--- config.mk ---
export PLATFORM = sky130hd
export DESIGN_NAME = pong_game_ctrl_flat
export DESIGN_NICKNAME = d
export VERILOG_FILES = /design/src/rtl/pong_game_ctrl_if.sv /design/src/rtl/pong_game_ctrl.sv /design/src/flat_wrapper.sv
export SDC_FILE = /design/constraint.sdc
export NUM_CORES = 1
export LEC_CHECK = 0
export BUFFER_PORTS_ARGS = -buffer_cell sky130_fd_sc_hd__buf_2
export CAP_MARGIN = 20
export CORE_ASPECT_RATIO = 0.6
export CORE_UTILIZATION = 35
export DETAILED_ROUTE_END_ITERATION = 10
export RECOVER_POWER = 100
export SLEW_MARGIN = 20
export SYNTH_ARGS = -nofsm -noshare
export SYNTH_HDL_FRONTEND = slang
export SYNTH_SLANG_ARGS = --single-unit
export TNS_END_PERCENT = 30
--- constraint.sdc ---
create_clock -name dclk -period 6.11 [get_ports dclk]
set_input_delay 0.3055 -clock dclk [delete_from_list [all_inputs] [get_ports dclk]]
set_output_delay 0.3055 -clock dclk [all_outputs]
set_load 0.02 [all_outputs]
--- src/rtl/pong_game_ctrl_if.sv ---
// pong_game_ctrl_if
//   Bundles the per-frame control inputs and the registered game outputs
//   that pass between the player/frame logic and the Pong sequencer.
//   master : drives frame_tick, start and the paddle buttons; observes outputs
//   slave  : the sequencer; samples the inputs and drives positions/scores/state
//   Signals:
//     frame_tick          one-dclk pulse per frame
//     start               start/restart request
//     l_up, l_dn          left paddle buttons
//     r_up, r_dn          right paddle buttons
//     ball_x, ball_y      ball top-left corner (10-bit)
//     pad_l_y, pad_r_y    paddle top rows (10-bit)
//     score_l, score_r    scores (4-bit)
//     game_over           high while the game is over
//     state               IDLE=0, SERVE=1, PLAY=2, POINT=3, OVER=4
interface pong_game_ctrl_if;
  logic       frame_tick;
  logic       start;
  logic       l_up;
  logic       l_dn;
  logic       r_up;
  logic       r_dn;
  logic [9:0] ball_x;
  logic [9:0] ball_y;
  logic [9:0] pad_l_y;
  logic [9:0] pad_r_y;
  logic [3:0] score_l;
  logic [3:0] score_r;
  logic       game_over;
  logic [2:0] state;

  modport master (
    output frame_tick, start, l_up, l_dn, r_up, r_dn,
    input  ball_x, ball_y, pad_l_y, pad_r_y, score_l, score_r, game_over, state
  );

  modport slave (
    input  frame_tick, start, l_up, l_dn, r_up, r_dn,
    output ball_x, ball_y, pad_l_y, pad_r_y, score_l, score_r, game_over, state
  );
endinterface

--- src/rtl/pong_game_ctrl.sv ---
// pong_game_ctrl
//   Frame-rate game sequencer for Pong. On every dclk edge where frame_tick
//   is high it moves the paddles and the ball, resolves wall and paddle
//   bounces, scores misses and steps the IDLE/SERVE/PLAY/POINT/OVER machine.
//   All outputs come straight from registers, so they are stable between
//   ticks and change one dclk after the tick.
//   Ports:
//     dclk  pixel clock
//     clr   asynchronous active-high reset
//     gb    pong_game_ctrl_if.slave: frame_tick, start, buttons in;
//           ball/paddle positions, scores, game_over, state out
module pong_game_ctrl #(
  parameter logic [9:0] FIELD_L      = 10'd50,
  parameter logic [9:0] FIELD_R      = 10'd590,
  parameter logic [9:0] FIELD_T      = 10'd50,
  parameter logic [9:0] FIELD_B      = 10'd430,
  parameter logic [9:0] BALL         = 10'd8,
  parameter logic [9:0] PAD_W        = 10'd8,
  parameter logic [9:0] PAD_H        = 10'd48,
  parameter logic [9:0] PAD_LX       = 10'd60,
  parameter logic [9:0] PAD_RX       = 10'd572,
  parameter logic [9:0] BALL_SPD     = 10'd2,
  parameter logic [9:0] PAD_SPD      = 10'd4,
  parameter int         SERVE_FRAMES = 60,
  parameter logic [3:0] WIN_SCORE    = 4'd7
) (
  input logic             dclk,
  input logic             clr,
  pong_game_ctrl_if.slave gb
);

  localparam logic [2:0] S_IDLE  = 3'd0;
  localparam logic [2:0] S_SERVE = 3'd1;
  localparam logic [2:0] S_PLAY  = 3'd2;
  localparam logic [2:0] S_POINT = 3'd3;
  localparam logic [2:0] S_OVER  = 3'd4;

  // Centre positions derived from the field geometry: (316,236) and 216.
  localparam logic [9:0] CTR_X      = (FIELD_L + FIELD_R - BALL) >> 1;
  localparam logic [9:0] CTR_Y      = (FIELD_T + FIELD_B - BALL) >> 1;
  localparam logic [9:0] PAD_MID    = (FIELD_T + FIELD_B - PAD_H) >> 1;
  localparam logic [9:0] PAD_MAX    = FIELD_B - PAD_H;
  localparam logic [5:0] SERVE_LAST = 6'(SERVE_FRAMES - 1);

  logic [2:0]       state_reg, state_next;
  logic [9:0]       ball_x_reg, ball_x_next;
  logic [9:0]       ball_y_reg, ball_y_next;
  logic [1:0][9:0]  pad_y_reg, pad_y_next;   // [0]=left, [1]=right
  logic [3:0]       score_l_reg, score_l_next;
  logic [3:0]       score_r_reg, score_r_next;
  logic             dx_reg, dx_next;         // 1 = moving right
  logic             dy_reg, dy_next;         // 1 = moving down
  logic [5:0]       serve_cnt_reg, serve_cnt_next;
  logic             game_over_reg, game_over_next;

  logic [1:0]       pad_up, pad_dn;
  logic [1:0][9:0]  pad_moved;
  logic [1:0]       pad_ovl;

  assign pad_up = {gb.r_up, gb.l_up};
  assign pad_dn = {gb.r_dn, gb.l_dn};

  // Per-paddle clamped step and vertical overlap with the ball. The lower
  // bound is checked before subtracting so the unsigned value never wraps.
  genvar gi;
  generate
    for (gi = 0; gi < 2; gi++) begin : g_pad
      assign pad_moved[gi] =
        (pad_up[gi] && !pad_dn[gi]) ?
          ((pad_y_reg[gi] < FIELD_T + PAD_SPD) ? FIELD_T : pad_y_reg[gi] - PAD_SPD) :
        (pad_dn[gi] && !pad_up[gi]) ?
          ((pad_y_reg[gi] + PAD_SPD > PAD_MAX) ? PAD_MAX : pad_y_reg[gi] + PAD_SPD) :
          pad_y_reg[gi];

      assign pad_ovl[gi] = (ball_y_reg + BALL > pad_y_reg[gi]) &&
                           (ball_y_reg < pad_y_reg[gi] + PAD_H);
    end
  endgenerate

  // Horizontal events. A paddle hit is only taken when the ball is still in
  // front of the paddle face and this frame's step would carry it through.
  logic hit_l, hit_r, miss_l, miss_r, scored;

  assign hit_l  = !dx_reg && (ball_x_reg >= PAD_LX + PAD_W) &&
                  (ball_x_reg - BALL_SPD <= PAD_LX + PAD_W - 10'd1) && pad_ovl[0];
  assign hit_r  = dx_reg && (ball_x_reg + BALL <= PAD_RX) &&
                  (ball_x_reg + BALL + BALL_SPD > PAD_RX) && pad_ovl[1];
  assign miss_l = !dx_reg && (ball_x_reg < FIELD_L + BALL_SPD);
  assign miss_r = dx_reg && (ball_x_reg + BALL + BALL_SPD > FIELD_R);
  assign scored = !hit_l && !hit_r && (miss_l || miss_r);

  always_comb begin
    state_next     = state_reg;
    ball_x_next    = ball_x_reg;
    ball_y_next    = ball_y_reg;
    pad_y_next     = pad_y_reg;
    score_l_next   = score_l_reg;
    score_r_next   = score_r_reg;
    dx_next        = dx_reg;
    dy_next        = dy_reg;
    serve_cnt_next = serve_cnt_reg;
    game_over_next = game_over_reg;

    if (gb.frame_tick) begin
      case (state_reg)
        S_IDLE: begin
          if (gb.start) begin
            state_next     = S_SERVE;
            serve_cnt_next = '0;
          end
        end

        S_SERVE: begin
          pad_y_next = pad_moved;
          if (serve_cnt_reg == SERVE_LAST) begin
            state_next = S_PLAY;
          end else begin
            serve_cnt_next = serve_cnt_reg + 6'd1;
          end
        end

        S_PLAY: begin
          pad_y_next = pad_moved;

          if (hit_l) begin
            ball_x_next = PAD_LX + PAD_W;
            dx_next     = 1'b1;
          end else if (hit_r) begin
            ball_x_next = PAD_RX - BALL;
            dx_next     = 1'b0;
          end else if (miss_l) begin
            score_r_next = score_r_reg + 4'd1;
            state_next   = S_POINT;
          end else if (miss_r) begin
            score_l_next = score_l_reg + 4'd1;
            state_next   = S_POINT;
          end else if (dx_reg) begin
            ball_x_next = ball_x_reg + BALL_SPD;
          end else begin
            ball_x_next = ball_x_reg - BALL_SPD;
          end

          // The ball is frozen on the tick a point is scored.
          if (!scored) begin
            if (!dy_reg && (ball_y_reg < FIELD_T + BALL_SPD)) begin
              ball_y_next = FIELD_T;
              dy_next     = 1'b1;
            end else if (dy_reg && (ball_y_reg + BALL + BALL_SPD > FIELD_B)) begin
              ball_y_next = FIELD_B - BALL;
              dy_next     = 1'b0;
            end else if (dy_reg) begin
              ball_y_next = ball_y_reg + BALL_SPD;
            end else begin
              ball_y_next = ball_y_reg - BALL_SPD;
            end
          end
        end

        S_POINT: begin
          if ((score_l_reg == WIN_SCORE) || (score_r_reg == WIN_SCORE)) begin
            state_next     = S_OVER;
            game_over_next = 1'b1;
          end else begin
            // dx still points at the side that just missed, which is the
            // player who conceded, so it is left as is for the next serve.
            state_next     = S_SERVE;
            ball_x_next    = CTR_X;
            ball_y_next    = CTR_Y;
            serve_cnt_next = '0;
          end
        end

        S_OVER: begin
          if (gb.start) begin
            state_next     = S_SERVE;
            score_l_next   = '0;
            score_r_next   = '0;
            ball_x_next    = CTR_X;
            ball_y_next    = CTR_Y;
            pad_y_next     = {PAD_MID, PAD_MID};
            serve_cnt_next = '0;
            game_over_next = 1'b0;
          end
        end

        default: state_next = S_IDLE;
      endcase
    end
  end

  always_ff @(posedge dclk or posedge clr) begin
    if (clr) begin
      state_reg     <= S_IDLE;
      ball_x_reg    <= CTR_X;
      ball_y_reg    <= CTR_Y;
      pad_y_reg     <= {PAD_MID, PAD_MID};
      score_l_reg   <= '0;
      score_r_reg   <= '0;
      dx_reg        <= 1'b1;
      dy_reg        <= 1'b1;
      serve_cnt_reg <= '0;
      game_over_reg <= 1'b0;
    end else begin
      state_reg     <= state_next;
      ball_x_reg    <= ball_x_next;
      ball_y_reg    <= ball_y_next;
      pad_y_reg     <= pad_y_next;
      score_l_reg   <= score_l_next;
      score_r_reg   <= score_r_next;
      dx_reg        <= dx_next;
      dy_reg        <= dy_next;
      serve_cnt_reg <= serve_cnt_next;
      game_over_reg <= game_over_next;
    end
  end

  assign gb.ball_x    = ball_x_reg;
  assign gb.ball_y    = ball_y_reg;
  assign gb.pad_l_y   = pad_y_reg[0];
  assign gb.pad_r_y   = pad_y_reg[1];
  assign gb.score_l   = score_l_reg;
  assign gb.score_r   = score_r_reg;
  assign gb.game_over = game_over_reg;
  assign gb.state     = state_reg;

endmodule

--- src/flat_wrapper.sv ---
// flat-port wrapper written by rule: the top's interface ports become plain ports
module pong_game_ctrl_flat 
#(
  parameter logic [9:0] FIELD_L      = 10'd50,
  parameter logic [9:0] FIELD_R      = 10'd590,
  parameter logic [9:0] FIELD_T      = 10'd50,
  parameter logic [9:0] FIELD_B      = 10'd430,
  parameter logic [9:0] BALL         = 10'd8,
  parameter logic [9:0] PAD_W        = 10'd8,
  parameter logic [9:0] PAD_H        = 10'd48,
  parameter logic [9:0] PAD_LX       = 10'd60,
  parameter logic [9:0] PAD_RX       = 10'd572,
  parameter logic [9:0] BALL_SPD     = 10'd2,
  parameter logic [9:0] PAD_SPD      = 10'd4,
  parameter int         SERVE_FRAMES = 60,
  parameter logic [3:0] WIN_SCORE    = 4'd7
)
  (dclk, clr, gb_frame_tick, gb_start, gb_l_up, gb_l_dn, gb_r_up, gb_r_dn, gb_ball_x, gb_ball_y, gb_pad_l_y, gb_pad_r_y, gb_score_l, gb_score_r, gb_game_over, gb_state);
  pong_game_ctrl_if gb_i ();
  input logic dclk;
  input logic clr;
  input wire logic [$bits(gb_i.frame_tick)-1:0] gb_frame_tick;
  input wire logic [$bits(gb_i.start)-1:0] gb_start;
  input wire logic [$bits(gb_i.l_up)-1:0] gb_l_up;
  input wire logic [$bits(gb_i.l_dn)-1:0] gb_l_dn;
  input wire logic [$bits(gb_i.r_up)-1:0] gb_r_up;
  input wire logic [$bits(gb_i.r_dn)-1:0] gb_r_dn;
  output wire logic [$bits(gb_i.ball_x)-1:0] gb_ball_x;
  output wire logic [$bits(gb_i.ball_y)-1:0] gb_ball_y;
  output wire logic [$bits(gb_i.pad_l_y)-1:0] gb_pad_l_y;
  output wire logic [$bits(gb_i.pad_r_y)-1:0] gb_pad_r_y;
  output wire logic [$bits(gb_i.score_l)-1:0] gb_score_l;
  output wire logic [$bits(gb_i.score_r)-1:0] gb_score_r;
  output wire logic [$bits(gb_i.game_over)-1:0] gb_game_over;
  output wire logic [$bits(gb_i.state)-1:0] gb_state;
  assign gb_i.frame_tick = gb_frame_tick;
  assign gb_i.start = gb_start;
  assign gb_i.l_up = gb_l_up;
  assign gb_i.l_dn = gb_l_dn;
  assign gb_i.r_up = gb_r_up;
  assign gb_i.r_dn = gb_r_dn;
  assign gb_ball_x = gb_i.ball_x;
  assign gb_ball_y = gb_i.ball_y;
  assign gb_pad_l_y = gb_i.pad_l_y;
  assign gb_pad_r_y = gb_i.pad_r_y;
  assign gb_score_l = gb_i.score_l;
  assign gb_score_r = gb_i.score_r;
  assign gb_game_over = gb_i.game_over;
  assign gb_state = gb_i.state;
  pong_game_ctrl #(.FIELD_L(FIELD_L), .FIELD_R(FIELD_R), .FIELD_T(FIELD_T), .FIELD_B(FIELD_B), .BALL(BALL), .PAD_W(PAD_W), .PAD_H(PAD_H), .PAD_LX(PAD_LX), .PAD_RX(PAD_RX), .BALL_SPD(BALL_SPD), .PAD_SPD(PAD_SPD), .SERVE_FRAMES(SERVE_FRAMES), .WIN_SCORE(WIN_SCORE)) u_core (.dclk(dclk), .clr(clr), .gb(gb_i));
endmodule
==> key figures, run 1 <==
Worst hold path
  – Min-Delay Path Depth: 2
  – Startpoint of the worst hold path: gb_frame_tick
  – Worst Hold End: u_core.gb.state[1]
  – HP Class: in -> reg

Worst setup path
  – Crit Reg-Reg Startpoint: u_core.gb.ball_y[3]
  – Reg2Reg Setup Slack: roughly 1300 ps
  – R2R Path End: u_core.gb.ball_y[8]
  – R2R cell count: 15
  – Worst EP required: approximately 6300 ps
  – Setup crit end kind: flip-flop
  – Crit path max fanout: 15
  – Crit path launch type: flip-flop
  – Crit path arrival time: approximately 5000 ps
  – Worst Setup Path Type: reg -> reg

Global routing
  – Antenna violations before repair: 0
  – Total gr overflow: 0
  – First-pass GRT wire length: approximately 28 mm
  – Vias in the first global route: around 5,000
  – GRT Resource Usage Total: 0.204
  – Largest net degree at the start of global routing: 57

Placement
  – Pre-CTS WS: 1930 ps
  – Routability cong.: between 0.9 and 1
  – DP Wirelength: between 10 and 15 mm
  – Port bufs: 55

Clocking
  – Hold Buf Count CTS: 0
  – CTS tree: yes
  – Root buffer cell: clkbuf_16
  – Num CTS Buffers: 5
  – Clk buf depth: 2
  – H-tree depth: 2
  – Clk slew on worst S/H paths: about 80 ps
  – CTS Sinks: 56
  – Clk_lat worst skew: between 300 and 400 ps
  – Post-cts sizing count: 0
  – Post-CTS Setup Repair Bufs: 0

Cells and area
  – ANT cells: 0
  – Share of post-route cells with drive strength above 1: 0.0628
  – # fillers: between 1,500 and 2,000
  – Layout area overhead: 8.70%
  – Fin nets: 870

Timing
  – Slew headroom: -1.17
  – Worst-Margin Slew: roughly 3200 ps
  – Final hold viol count: 0
  – Setup violators final: 0
  – Fmax: approximately 210 MHz
  – Skew final: 7.79 ps
  – Setup tns final: 0 ps
  – Pins Over Slew Limit: 57
  – Final Cycle Share: 0.785
  – RSZ-0062 raised after global routing: false
  – Worst setup margin: roughly 1300 ps
  – Final worst path period need: about 4800 ps

Synthesis
  – Post-synthesis sequential area ratio: 0.240
  – Synth warn: 0
  – Mapped Avg Cell Area: slightly below 8 µm²
  – Post-synth EDFFs: 0
  – Mapped Area: just under 6000 µm²
  – #FFs+latches synth: between 50 and 60
  – Netlist cell types: 73
  – Asr flop ratio synth: 1.00
  – Post-Syn Instances: between 700 and 800
  – Most used DFF post-synth: dfrtp_1

Route
  – Pre-antenna DRT Iters: 5
  – Routed WL: ~18 mm
  – DRC errors left: 0
  – DRT antenna net count: 0
  – Average wire per standard cell: roughly 17 µm
  – Vias: 5,775
  – Initial DRC Count: around 670
  – Vias per cell: roughly 5.6

Floorplanning
  – Core Area: between 15,000 and 20,000 µm²
  – Ports: 60
  – Starting Density: 0.362
  – Rows: 36
  – Die Wd: between 150 and 200 µm
  – Die area: approximately 18,000 µm²
  – Die Y: about 100 µm

Pwr
  – Leakage Power: 2.75 nW
  – Worst VDD drop: between 0.00015 and 0.0002 V
  – Pwr/cell area: between 500 and 600 nW/µm²

Run status
  – Failing checks: max-capacitance violations, max-slew violations
  – Status: complete, but fails checks

Flow run
  – Max-cap violations: 1
-- worst max-delay path by stage --
stage / endpoint / cells after the start / start / slack, ps
6_report: u_core.gb.ball_y[8] / 15 / u_core.gb.ball_y[3] / 1310
5_1_grt: u_core.gb.ball_y[8] / 15 / u_core.gb.ball_y[3] / 1080
4_1_cts: u_core.gb.ball_y[9] / 14 / u_core.gb.ball_y[3] / 1920
3_5_place_dp: u_core.gb.ball_y[9] / 14 / u_core.gb.ball_y[3] / 1930
3_3_place_gp: u_core.gb.ball_y[9] / 14 / u_core.gb.ball_y[3] / 2030
2_1_floorplan: u_core.gb.ball_y[9] / 14 / u_core.gb.pad_l_y[7] / 2370
-- cells in the final DEF, fill, tap and decap left out, types with 11 or more instances in the layout --
cell type	instances
xor2_1	13
o31ai_1	12
o21ai_0	61
nor2_1	63
dfrtp_1	36
nor3_1	26
nand2_1	86
a21o_1	11
a21oi_1	40
nand3_1	34
a211oi_1	13
nand2b_1	11
clkbuf_1	33
ha_1	66
buf_2	24
inv_1	38
dfstp_1	17
xnor2_1	34
a31oi_1	16
-- where the power goes --
group	internal, mW	switching (mW)	total, mW	leakage, nW
Sequential	0.523	0.371	0.894	0.666
Clock	0.154	0.154	0.308	0.0702
Combinational	0.901	1.36	2.26	2.02
-- kinds of logic after synthesis --
group,share of synthesized area
flops,0.240
buf+inv,0.0518
fa+ha+maj,0.142
other cells,0.000632
mux,0.0124
xor+xnor,0.0693
simple gates,0.232
compound gates,0.251
-- per-layer routing --
metal | global-route usage | routed length [µm]
met1 | 0.341 | 9610
met2 | 0.246 | 6200
met3 | 0.0591 | 1700
met4 | 0.0243 | 89
met5 | 0 | 0
-- Yosys cell counts, types with 9 or more instances --
| library cell | n | area, µm² |
|---|---|---|
| a211oi_1 | 13 | 97.6 |
| a21o_1 | 11 | 82.6 |
| a21oi_1 | 40 | 200 |
| a31oi_1 | 16 | 100 |
| and3_1 | 10 | 62.6 |
| clkbuf_1 | 25 | 93.8 |
| dfrtp_1 | 36 | 901 |
| dfstp_2 | 20 | 526 |
| ha_1 | 66 | 826 |
| inv_1 | 38 | 143 |
| nand2_1 | 86 | 323 |
| nand2b_1 | 11 | 68.8 |
| nand3_1 | 34 | 170 |
| nand4_1 | 10 | 62.6 |
| nor2_1 | 63 | 236 |
| nor2b_1 | 9 | 56.3 |
| nor3_1 | 25 | 125 |
| o211ai_1 | 9 | 67.6 |
| o21ai_0 | 57 | 285 |
| o31ai_1 | 10 | 75.1 |
| xnor2_1 | 34 | 298 |
| xor2_1 | 13 | 114 |
-- layout make-up --
type | instances | area (µm²) | share of cell area
clock buffers | 5 | 125 | 0.0194
clock inverters | 3 | 21.3 | 0.00330
inverters | 40 | 150 | 0.0233
multi-input cells | 631 | 4170 | 0.646
flip-flops and latches | 56 | 1430 | 0.221
well taps | 228 | 285 | 0.0442
repair buffers | 61 | 274 | 0.0425
-- critical path, stage by stage, from the launching register on --
cell,delay [ps]
dfstp_1,770
ha_1,290
nand3_1,110
xnor2_1,320
inv_1,130
ha_1,310
nand4_1,130
or3_1,420
o211ai_1,120
a211o_1,150
or4_1,130
o31ai_1,160
o31ai_1,1030
buf_4,350
a211oi_1,60
a21o_1,190
-- through the flow --
| stage | area, µm² | utilization | hold WS, ps | cells | power (mW) |
|---|---|---|---|---|---|
| after global placement | 6400 | 0.390 | 489 | 1016 | 3.16 |
| after global routing | 6450 | 0.394 | 368 | 1024 | 3.77 |
| after CTS | 6540 | 0.399 | 236 | 1024 | 3.48 |
| after detailed placement | 6400 | 0.390 | 483 | 1016 | 3.15 |
| after floorplan | 5950 | - | 487 | 762 | 2.52 |
| final | 6450 | 0.394 | 360 | 1024 | 3.46 |
(Power assumes the default switching activity.)
==> inputs of run 2 (changes only) <==
Clock period 6.11 ns to 4.2 ns, I/O delays scaled along.
==> run 2 against run 1 <==
The flow now finishes without violations. Global-route usage is 1.2 points higher. Hold slack worse by 100 ps. Via count is 2.0% higher. Utilization is 1.2 points higher. Die area stayed put. Sequential power is 34% higher. Largest power group unchanged.
==> key figures, run 2 (same netlist as run 1, synthesis figures left out) <==
Worst setup path
  – Crit path max-delay family: simple AND/OR/NAND/NOR gates (was compound AO/OA/AOI/OAI gates)
  – CP Launch Point: u_core.gb.ball_y[3] (unchanged)
  – Max stage delay on crit path: 650 ps (was 1030 ps)
  – Crit path arrival time: 4100 ps (was 5000 ps)
  – Worst path cell trace: ha_1, nand3_1, xnor2_1, inv_1, ha_1, nand4_1, o221ai_1, nand4b_1, o31ai_4, o31ai_4, or4_1, o21ai_1 (was ha_1, nand3_1, xnor2_1, inv_1, ha_1, nand4_1, or3_1, o211ai_1, a211o_1, or4_1, o31ai_1, o31ai_1, buf_4, a211oi_1, a21o_1)
  – Worst Setup Path Type: reg -> reg (unchanged)
  – WP buf/inv: 1 (was 2)
  – Worst EP required: 4440 ps (was 6310 ps)
  – CP max stage cell: dfstp_2 (was o31ai_1)
  – Setup crit end kind: flip-flop (unchanged)
  – Crit path max fanout: 10 (was 15)
  – Crit Reg-Reg Startpoint: u_core.gb.ball_y[3] (unchanged)
  – Crit path launch type: flip-flop (unchanged)

Timing
  – Final Cycle Share: 0.921 (was 0.785)
  – Fin Hold WS: 255 ps (was 360 ps)
  – Worst-Margin Slew: 830 ps (was 3250 ps)
  – Skew final: 10.4 ps (was 7.79 ps)
  – Setup tns final: 0 ps (unchanged)
  – Setup violators final: 0 (unchanged)
  – Fmax: 259 MHz (was 208 MHz)
  – Slew headroom: 0.446 (was -1.17)
  – RSZ-0062 raised after global routing: true (was false)
  – Final hold viol count: 0 (unchanged)
  – Final worst path period need: 3870 ps (was 4800 ps)
  – Pins Over Slew Limit: 0 (was 57)

Flow run
  – Max-cap violations: 0 (was 1)

Route
  – Vias per cell: 5.66 (was 5.64)
  – Average wire per standard cell: 17.4 µm (was 17.2 µm)
  – Vias: 5,893 (was 5,775)
  – DRC errors left: 0 (unchanged)
  – Routed WL: 18.1 mm (was 17.6 mm)
  – Initial DRC Count: 476 (was 669)
  – Pre-antenna DRT Iters: 5 (unchanged)
  – DRT antenna net count: 0 (unchanged)

Cells and area
  – Share of post-route cells with drive strength above 1: 0.114 (was 0.0628)
  – Layout area overhead: 11.9% (was 8.70%)
  – Storage element area: 1430 µm² (unchanged)
  – Final Cell Area: 6650 µm² (was 6450 µm²)
  – Fin util: 0.405 (was 0.394)
  – ANT cells: 0 (unchanged)
  – Fin nets: 887 (was 870)
  – Most common cell after layout, fill and taps aside: nand2_1 (unchanged)
  – Multi-input logic area: 4230 µm² (was 4170 µm²)
  – Commonest cells after routing, fill and taps aside: nand2_1 (86), ha_1 (66), nor2_1 (63) (unchanged)
  – Final non-filler cell total: 1,041 (was 1,024)
  – # fillers: 1,735 (was 1,734)

Clocking
  – Root buffer cell: clkbuf_16 (unchanged)
  – Clk slew on worst S/H paths: 80 ps (about the same)
  – Num CTS Buffers: 5 (unchanged)
  – CTS Sinks: 56 (unchanged)
  – CTS tree: yes (unchanged)
  – Clk_lat worst skew: 310 ps (about the same)
  – H-tree depth: 2 (unchanged)
  – Clk buf depth: 2 (unchanged)
  – Post-CTS Setup Repair Bufs: 0 (unchanged)

Global routing
  – Antenna violations before repair: 0 (unchanged)
  – First-pass GRT wire length: 29.4 mm (was 28.1 mm)
  – Total gr overflow: 0 (unchanged)
  – GRT Resource Usage Total: 0.216 (was 0.204)
  – Vias in the first global route: 5,226 (was 5,006)
  – Largest net degree at the start of global routing: 37 (was 57)

Run status
  – Status: finished clean (was complete, but fails checks)

Placement
  – Routability cong.: 0.903 (was 0.901)
  – Area after DPL: 6520 µm² (was 6400 µm²)
  – Cells after DPL: 1,032 (was 1,016)
  – Port bufs: 55 (unchanged)
  – DP Wirelength: 14.0 mm (was 13.5 mm)

Worst hold path
  – HP Class: in -> reg (unchanged)
  – Startpoint of the worst hold path: gb_frame_tick (unchanged)

Floorplanning
  – Ports: 60 (unchanged)
  – Starting Density: 0.362 (unchanged)
  – Die Wd: 170 µm (unchanged)
  – Die Y: 103 µm (unchanged)
  – Die area: 17,500 µm² (unchanged)
  – Core Area: 16,400 µm² (unchanged)
  – Rows: 36 (unchanged)

Pwr
  – Worst VDD drop: 0.000227 V (was 0.000190 V)
  – Pwr/cell area: 783 nW/µm² (was 536 nW/µm²)
  – Leakage Power: 2.87 nW (was 2.75 nW)
[run 2: cell count changes in the layout (fill, tap and decap cells not counted), moves of 2 or more]
cell	change
buf_4	+15
dfstp_1	-14
dfstp_2	+14
buf_2	+8
clkbuf_1	-7
o21ai_0	-3
o21ai_1	+3
o31ai_1	-2
o31ai_4	+2
[run 2: area by class of cell]
| class | instances | share of cell area |
|---|---|---|
| Multi-Input combinational cell | 631 | 0.636 |
| Sequential cell | 56 | 0.215 |
| Timing Repair Buffer | 78 | 0.0618 |
| Tap cell | 228 | 0.0429 |
| Inverter | 40 | 0.0226 |
| Clock buffer | 5 | 0.0188 |
| Clock inverter | 3 | 0.00339 |
[run 2: final timing paths]
| check | end | slack [ps] | cells after the start |
|---|---|---|---|
| worst min register to register | u_core.gb.game_over | 520 | 2 |
| worst max-delay path | u_core.gb.ball_y[9] | 330 | 12 |
| worst min-delay path | u_core.gb.state[1] | 250 | 2 |
| max in group asynchronous | u_core.gb.ball_y[3] | 2550 | 4 |
| min in group asynchronous | u_core.gb.state[2] | 610 | 3 |
| worst max register to register | u_core.gb.ball_y[9] | 330 | 12 |
[run 2: per-stage QoR]
stage	power (mW)	worst slack (ps)
2_1_floorplan	3.67	465
3_3_place_gp	4.69	519
3_5_place_dp	4.69	330
4_1_cts	5.17	302
5_1_grt	5.68	-12.3
6_report	5.20	334
[run 2: timing repair]
item                       CTS  global route
hold endpoints to repair    18             0
setup endpoints to repair    0             9
hold buffers                 1             0
resized for setup            0             2
[run 2: report_power, final]
group	switching (mW)	leakage (nW)	internal (mW)	total [mW]
Sequential	0.419	0.672	0.780	1.20
Combinational	2.16	2.13	1.40	3.56
Clock	0.223	0.0742	0.225	0.448
Total	2.80	2.87	2.40	5.20
[run 2: metal layers]
metal | part of all wire | vias to the layer above | GRT usage
met5 | 0 | - | 0
met4 | 0.0068 | 0 | 0.0347
met3 | 0.086 | 15 | 0.0445
met2 | 0.35 | 239 | 0.271
met1 | 0.56 | 2757 | 0.361
li1 | - | 2882 | -
